**config.mk**
```make
export PLATFORM = sky130hd
export DESIGN_NAME = decoder_tx_arbiter
export DESIGN_NICKNAME = d
export VERILOG_FILES = /design/src/rtl/decoder_tx_arbiter.sv
export SDC_FILE = /design/constraint.sdc
export NUM_CORES = 1
export LEC_CHECK = 0
export BUFFER_PORTS_ARGS = -buffer_cell sky130_fd_sc_hd__buf_2
export CAP_MARGIN = 15
export CORE_MARGIN = 4
export CORE_UTILIZATION = 40
export DETAILED_ROUTE_END_ITERATION = 12
export REMOVE_ABC_BUFFERS = 1
export SYNTH_ARGS = -nofsm -noshare
export SYNTH_HDL_FRONTEND = slang
export SYNTH_SLANG_ARGS = --single-unit
export TNS_END_PERCENT = 10
```
**constraint.sdc**
```tcl
create_clock -name clk_12MHz -period 3.9 [get_ports clk_12MHz]
set_input_delay 0.39 -clock clk_12MHz [delete_from_list [all_inputs] [get_ports clk_12MHz]]
set_output_delay 0.39 -clock clk_12MHz [all_outputs]
set_load 0.1 [all_outputs]
```
**src/rtl/decoder_tx_arbiter.sv**
```systemverilog
// decoder_tx_arbiter: round-robin share of the serial transmitter among N_CH decoder channels,
// each with a one-entry capture slot and a handshake on the transmitter's reset_decoder pulse.
module decoder_tx_arbiter #(
    parameter int N_CH   = 4,
    parameter int DATA_W = 17,
    parameter int TS_W   = 24,
    parameter int CH_W   = 2
) (
    input  logic                   clk_12MHz,
    input  logic                   rst,
    input  logic [N_CH-1:0]        ch_valid,
    input  logic [N_CH*DATA_W-1:0] ch_data,
    input  logic [N_CH*TS_W-1:0]   ch_timestamp,
    output logic [N_CH-1:0]        ch_ack,
    output logic                   tx_data_availible,
    output logic [DATA_W-1:0]      tx_decoded_data,
    output logic [TS_W-1:0]        tx_timestamp,
    output logic [CH_W-1:0]        tx_channel,
    input  logic                   tx_reset_decoder,
    output logic [N_CH-1:0]        stall
);
    typedef enum logic [1:0] {IDLE, PRESENT, WAIT} state_t;
    state_t state, state_next;
    logic [N_CH-1:0] full, cap;
    logic [DATA_W-1:0] slot_data [N_CH];
    logic [TS_W-1:0] slot_ts [N_CH];
    logic [CH_W-1:0] last_grant, pick;
    logic found, release_slot, load;
    // An ack in flight blocks re-capture so a held ch_valid is taken only once.
    assign cap = ch_valid & ~full & ~ch_ack;
    always_comb begin
        logic [CH_W-1:0] idx;
        idx = '0;
        pick = '0;
        found = 1'b0;
        for (int j = 1; j <= N_CH; j++) begin
            idx = CH_W'((int'(last_grant) + j) % N_CH);
            if (!found && full[idx]) begin
                found = 1'b1;
                pick = idx;
            end
        end
    end
    always_comb begin
        load = state == IDLE && found;
        release_slot = state == WAIT && tx_reset_decoder;
        state_next = load ? PRESENT : (state == PRESENT) ? WAIT : release_slot ? IDLE : state;
    end
    always_ff @(posedge clk_12MHz) begin
        if (rst) state <= IDLE;
        else state <= state_next;
    end
    always_ff @(posedge clk_12MHz) begin
        for (int i = 0; i < N_CH; i++) begin
            if (cap[i]) begin
                slot_data[i] <= ch_data[i*DATA_W +: DATA_W];
                slot_ts[i] <= ch_timestamp[i*TS_W +: TS_W];
            end
        end
    end
    always_ff @(posedge clk_12MHz) begin
        if (rst) begin
            full <= '0;
            ch_ack <= '0;
            stall <= '0;
            tx_data_availible <= 1'b0;
            tx_decoded_data <= '0;
            tx_timestamp <= '0;
            tx_channel <= '0;
            last_grant <= CH_W'(N_CH - 1);
        end else begin
            ch_ack <= cap;
            // The ack cycle itself is not backpressure: the decoder has not yet seen it.
            stall <= stall | (ch_valid & full & ~ch_ack);
            for (int i = 0; i < N_CH; i++) begin
                if (cap[i]) full[i] <= 1'b1;
                else if (release_slot && tx_channel == CH_W'(i)) full[i] <= 1'b0;
            end
            if (load) begin
                tx_decoded_data <= slot_data[pick];
                tx_timestamp <= slot_ts[pick];
                tx_channel <= pick;
            end
            if (state == PRESENT) tx_data_availible <= 1'b1;
            if (release_slot) begin
                tx_data_availible <= 1'b0;
                last_grant <= tx_channel;
            end
        end
    end
endmodule

```
* After elaboration in Yosys (flattened, before gate mapping)
Memories as Yosys holds them, arrays and structs flattened. A register that Yosys moved wholly into a read port is not among the register bits. Cells that the tools add are included.
Operators by class: eq/ne operators 5, $mul 0, shift-type cells 0, reduce and logical (&&, ||, !) cells 22, mux-type cells 35, $add $sub $neg 4, $lt $le $gt $ge 4, div/mod/pow operators 0, bitwise logic cells 7
Operator list (count):
- 1-bit two-way mux | 25
- 4-bit AND | 4
- 2-bit by 3-bit < comparator with 1-bit output (second input constant) | 4
- 2-bit two-way mux | 6
- 2-bit nonzero test | 5
- 1-bit logical AND | 9
- 1-bit binary-select mux with 2-bit select | 4
- 4-bit inverter | 2
- 2-bit == test (second input constant) | 3
- 2-bit by 1-bit adder with 2-bit output (second input constant) | 2
- 2-bit adder (second input constant) | 2
- 2-bit by 1-bit == test with 1-bit output (second input constant) | 2
- 2-bit logical NOT | 2
- 4-bit bitwise OR | 1
- 2-bit OR reduction | 2
- 1-bit logical NOT | 3
- 3-bit nonzero test | 1
Word-level totals: RAM bits 164, word-level logic and storage cells 90, register bits after elaboration 19, output and inout port bits 52, memory bits (read-only) 0, bits in latches 0, memories kept 2
Memory list:
- slot_ts | depth 4, width 24, read ports 1, clocked after Yosys merged registers in 1, wr ports 4, RTL line 26 | logic [TS_W-1:0] slot_ts [N_CH];
- slot_data | depth 4, width 17, read ports 1, clocked after Yosys merged registers in 1, wr ports 4, RTL line 25 | logic [DATA_W-1:0] slot_data [N_CH];

* Logic depth before layout (Yosys ltp)
depth after elaboration 15, gate-level depth with buffers 8, gate-level depth less buffers 5

* Worst setup path before layout
No wires, ideal clock.
kind register to register, start point register ch_ack[0], end point memory slot_data[0][0], enable pin, arrival time 1.751 ns, library setup time 0.395 ns, cell stages (with the launch flop) 4, path slack 1.753 ns, period minus slack after synthesis 2.147 ns, cell sequence dfxtp_1 > inv_1 > nand3_1 > inv_1
RTL lines:
- start: declaration | RTL line 14 | output logic [N_CH-1:0] ch_ack,
- start signal: assignment | RTL line 72 | ch_ack <= cap;
- end: declaration | RTL line 25

* Final worst setup path
start point register last_grant[1], end point register tx_decoded_data[8], read port of slot_data
Between the ends: cells in the longest elaborated chain, start to end 14
RTL lines:
- start: declaration | RTL line 27 | logic [CH_W-1:0] last_grant, pick;
- start signal: assignment | RTL line 70 | last_grant <= CH_W'(N_CH - 1);
- start signal: assignment | RTL line 87 | last_grant <= tx_channel;
- 2-bit by 1-bit adder with 2-bit output | RTL line 37 | idx = CH_W'((int'(last_grant) + j) % N_CH);
- 1-bit binary-select mux with 2-bit select | RTL line 38 | if (!found && full[idx]) begin
- 1-bit two-way mux (not written as such) | RTL line 38
- 1-bit two-way mux | RTL line 38
- 1-bit logical NOT | RTL line 38
- 1-bit logical AND | RTL line 38
- 1-bit two-way mux | RTL line 38
- 1-bit logical NOT | RTL line 38
- 1-bit logical AND | RTL line 38
- 1-bit two-way mux | RTL line 38
- 1-bit logical NOT | RTL line 38
- 1-bit logical AND | RTL line 38
- 1-bit two-way mux | RTL line 38
- 1-bit logical AND | RTL line 45 | load = state == IDLE && found;
- end: declaration | RTL line 16 | output logic [DATA_W-1:0] tx_decoded_data,
Several ways; a longest one is shown, not always the timed one. The select of a mux whose other input is x is not followed. A chain may end at the register's enable or synchronous reset.

==> results_tabular.tex <==
\begin{tabular}{lr}
\hline
Metric & Value \\
\hline
\multicolumn{2}{l}{\textbf{Outcome}} \\
\quad Result of the run & completed \\
\multicolumn{2}{l}{\textbf{Timing}} \\
\quad Tcrit/Tclk final & a little over two thirds \\
\quad Accumulated negative setup slack & 0 ns \\
\quad Slew Viols, Final & 0 \\
\quad Clock skew & about 0.0089 ns \\
\quad Highest Clock Rate & approximately 360 MHz \\
\quad Post-layout worst setup margin & approximately 1.2 ns \\
\quad Hold Worst Slack & $\sim$0.055 ns \\
\quad Final Hold Vio Count & 0 \\
\quad Max-Slew Margin vs Limit & about 22\% \\
\quad Setup repair after global routing missed its margin & false \\
\quad Tightest Pin Transition & between 1 and 1.5 ns \\
\quad Final period demand of the worst path & $\sim$2.7 ns \\
\quad Setup-failing EPs final & 0 \\
\multicolumn{2}{l}{\textbf{Logic synthesis}} \\
\quad Largest cells by area after synthesis & sky130\_fd\_sc\_hd\_\_edfxtp\_1 59\%, sky130\_fd\_sc\_hd\_\_dfxtp\_1 14\%, sky130\_fd\_sc\_hd\_\_a211oi\_1 3.4\%, sky130\_fd\_sc\_hd\_\_o21ai\_0 2.6\%, sky130\_fd\_sc\_hd\_\_a21oi\_1 2.5\% \\
\quad Post-synthesis register bit count & 224 \\
\quad Post-synth top area share & between 50 and 60\% \\
\quad Sequential fraction of the synthesis area & 73.5\% \\
\quad Number of enable flip-flop cells after synthesis & around 160 \\
\quad Number of warning messages in the yosys log & 0 \\
\quad Cell area after synthesis & 8340 sq um \\
\quad Most frequent cells after synthesis & 164 x sky130\_fd\_sc\_hd\_\_edfxtp\_1, 60 x sky130\_fd\_sc\_hd\_\_dfxtp\_1, 44 x sky130\_fd\_sc\_hd\_\_o21ai\_0 \\
\quad Biggest area consumer among synthesized cells & sky130\_fd\_sc\_hd\_\_edfxtp\_1 \\
\quad Synth async-reset ratio & 0\% \\
\quad Cells after synthesis & 577 \\
\quad Most repeated cell in the gate-level netlist after synthesis & sky130\_fd\_sc\_hd\_\_edfxtp\_1 \\
\quad Average footprint of a synthesized cell & between 10 and 15 sq um \\
\quad Number of unique standard cell types used by synthesis & between 40 and 50 \\
\quad Most used flip-flop cell after synthesis & sky130\_fd\_sc\_hd\_\_edfxtp\_1 \\
\multicolumn{2}{l}{\textbf{Setup path}} \\
\quad Type of element launching the critical path & flip-flop \\
\quad Worst EP arrival & 3.14 ns \\
\quad Critical register-to-register path startpoint & last\_grant[1] \\
\quad WP data required & about 4.3 ns \\
\quad Critical path type & flip-flop to flip-flop \\
\quad Highest net fanout along the worst path & 28 \\
\quad Worst Setup SP & last\_grant[1] \\
\quad Nature of the critical path endpoint & flip-flop \\
\multicolumn{2}{l}{\textbf{Layout}} \\
\quad Final design utilization & 52.2\% \\
\quad Post-route cell area & 10600 sq um \\
\quad Nets@finish & between 900 and 1000 \\
\quad Layout fillers & 1748 \\
\quad Area Growth Syn to Fin & 27.4\% \\
\quad Number of standard cells in the final layout excluding fillers & 1085 \\
\quad Layout cell share with drive strength beyond 1 & around 37\% \\
\multicolumn{2}{l}{\textbf{Power and ir drop}} \\
\quad Power dissipated by switching net loads & $\sim$2.3 mW \\
\quad Power density normalized to cell area & $\sim$670 nW/um\^{}2 \\
\quad Max VDD drop & roughly 0.30 mV \\
\quad Static leakage power & approximately 4.3 nW \\
\quad Switching share of power & 32.6\% \\
\quad Portion of total power attributed to the clock network & a little over a third \\
\quad Power after layout & between 7 and 8 mW \\
\quad Cell Int Power & approximately 4.8 mW \\
\quad Sequential Power Share & approximately two fifths \\
\quad Part of the power in combinational logic & 23.5\% \\
\multicolumn{2}{l}{\textbf{GRT}} \\
\quad Met1 usage in global routing & between 20\% and 30\% \\
\quad Pin count of the biggest net entering global routing & 42 \\
\quad Overall global routing resource usage & approximately a fifth \\
\quad Grt total ovfl & 0 \\
\quad Met2 Track Usage GR & a little under a third \\
\quad GR Util met3 & 4.32\% \\
\quad Wire length of the first global-routing pass & $\sim$34 mm \\
\quad Most crowded layer after global routing & met2 \\
\quad Vias in the first global route & roughly 6000 \\
\quad Number of antenna violations at the first check in global routing & 4 \\
\multicolumn{2}{l}{\textbf{Clock tree}} \\
\quad Clock sink count & 224 \\
\quad Quantity of gates resized following cts & 0 \\
\quad Setup Fix Bufs, Post-CTS & 0 \\
\quad H-tree depth & 1 \\
\quad CTS tree & yes \\
\quad CTS clk-pin slew, worst paths & $\sim$0.060 ns \\
\quad Later-pin clock latency in the skew report & roughly 0.51 ns \\
\quad Cts-stage hold buffer count & 0 \\
\quad Root Buffer Master & sky130\_fd\_sc\_hd\_\_clkbuf\_16 \\
\quad Worst-case clock buffer depth & 3 \\
\quad Num CTS Buffers & 24 \\
\multicolumn{2}{l}{\textbf{Placed design}} \\
\quad Detailed-placement wirelength estimate & 14.7 mm \\
\quad Cell area reported after detailed placement & just under 10000 sq um \\
\quad Count of placed standard cells including taps & between 1000 and 1500 \\
\quad Place WS & about 1.2 ns \\
\quad Placer's final routability congestion estimate & 0.810 \\
\quad Port Buffers & 222 \\
\multicolumn{2}{l}{\textbf{Routing}} \\
\quad Aggregate routed wire length & 22.7 mm \\
\quad DR DRC count & 0 \\
\quad Final routed wire length divided by cell count & $\sim$21 um \\
\quad Number of DRC markers in iteration 0 & 300 \\
\quad Total vias in the final route & around 5700 \\
\quad Number of optimization iterations in the first detailed-route pass & 4 \\
\quad Post-detailed-route via-to-cell ratio & 5.29 \\
\quad Number of nets with antenna violations after routing & 0 \\
\multicolumn{2}{l}{\textbf{Floorplan}} \\
\quad Core outline area & between 20000 and 25000 sq um \\
\quad Die width & between 150 and 200 um \\
\quad Initial core utilization & roughly two fifths \\
\quad Number of rows created at floorplan & 52 \\
\quad Die Ht & around 150 um \\
\quad Die footprint & 23200 sq um \\
\quad Top-Level Pins & about 220 \\
\multicolumn{2}{l}{\textbf{Job}} \\
\quad Max-cap violations & 0 \\
\multicolumn{2}{l}{\textbf{Worst hold path}} \\
\quad Worst min-delay path category & input pin to flip-flop \\
\quad Source of the worst hold timing path & ch\_data[30] \\
\hline
\end{tabular}
## kinds of logic (layout without fill, tap and decap cells)
family	Yosys count	after routing	synth area share, %
multiplexers	23	23	3.42
AO/OA/AOI/OAI	171	171	13.4
AND/OR/NAND/NOR	106	106	6.50
flip-flops	224	224	73.5
other	0	2	0
buffers and inverters	53	289	3.15
## layout make-up
cell class | instances | area (sq um) | area share (%)
inverters | 14 | 52.6 | 0.495
flip-flops and latches | 224 | 6130 | 57.7
repair buffers | 231 | 1220 | 11.5
clock buffers | 35 | 792 | 7.46
clock inverters | 9 | 125 | 1.18
multi-input cells | 300 | 1970 | 18.5
well taps | 270 | 338 | 3.18
diodes | 2 | 5.00 | 0.0471
## sequential cells by signal, indices dropped and copies added, names as in the netlist
| register | count |
|---|---|
| ch_ack | 4 |
| full | 4 |
| last_grant | 2 |
| slot_data | 68 |
| slot_ts | 96 |
| stall | 4 |
| state | 2 |
| tx_channel | 2 |
| tx_data_availible | 1 |
| tx_decoded_data | 17 |
| tx_timestamp | 24 |
## cells in the final DEF, fill, tap and decap left out, types with 3 or more instances in the layout
cell / n
sky130_fd_sc_hd__and3_1: 19
sky130_fd_sc_hd__mux2_2: 3
sky130_fd_sc_hd__inv_2: 4
sky130_fd_sc_hd__a221o_1: 14
sky130_fd_sc_hd__a31oi_1: 5
sky130_fd_sc_hd__a211oi_1: 38
sky130_fd_sc_hd__clkbuf_16: 29
sky130_fd_sc_hd__buf_2: 222
sky130_fd_sc_hd__mux2i_1: 9
sky130_fd_sc_hd__nand3b_1: 5
sky130_fd_sc_hd__a21o_1: 7
sky130_fd_sc_hd__nand3_1: 31
sky130_fd_sc_hd__buf_4: 6
sky130_fd_sc_hd__inv_1: 10
sky130_fd_sc_hd__nor2_1: 12
sky130_fd_sc_hd__o211ai_1: 4
sky130_fd_sc_hd__nand2_1: 26
sky130_fd_sc_hd__o21ai_0: 44
sky130_fd_sc_hd__buf_12: 3
sky130_fd_sc_hd__mux2_4: 10
sky130_fd_sc_hd__dfxtp_1: 60
sky130_fd_sc_hd__or3_1: 3
sky130_fd_sc_hd__clkinv_2: 4
sky130_fd_sc_hd__clkbuf_8: 4
sky130_fd_sc_hd__bufinv_16: 3
sky130_fd_sc_hd__a21oi_1: 41
sky130_fd_sc_hd__o221ai_1: 6
sky130_fd_sc_hd__edfxtp_1: 164
## power groups by stage
stage          Sequential (mW)  Combinational [mW]  Clock, mW
2_1_floorplan             3.72               0.466          0
3_3_place_gp              2.98                1.65          0
3_5_place_dp              2.98                1.68          0
4_1_cts                   2.94                1.68       2.56
5_1_grt                   2.96                1.77       2.66
6_report                  2.93                1.67       2.52
## critical path, stage by stage (launching register included)
cell	delay, ns
sky130_fd_sc_hd__dfxtp_1	0.46
sky130_fd_sc_hd__mux2i_1	0.39
sky130_fd_sc_hd__o21ai_4	0.07
sky130_fd_sc_hd__buf_4	0.22
sky130_fd_sc_hd__nor2_4	0.56
sky130_fd_sc_hd__buf_12	0.28
sky130_fd_sc_hd__mux2_4	0.32
sky130_fd_sc_hd__a221o_1	0.29
## path summary, 6_finish.rpt
path,cells past startpoint,slack [ns],endpoint
min reg2reg,2,0.47,stall[2]
min,1,0.05,slot_data[1][13]
max reg2reg,7,1.15,tx_decoded_data[8]
max,7,1.15,tx_decoded_data[8]
## layer usage
layer  vias to the layer above  share of wire (%)
li1                       2672                  -
met1                      2765                 41
met2                       246                 49
met3                        51                7.2
met4                         4                2.8
met5                         -              0.092
Power figures use the tool's default switching activity.
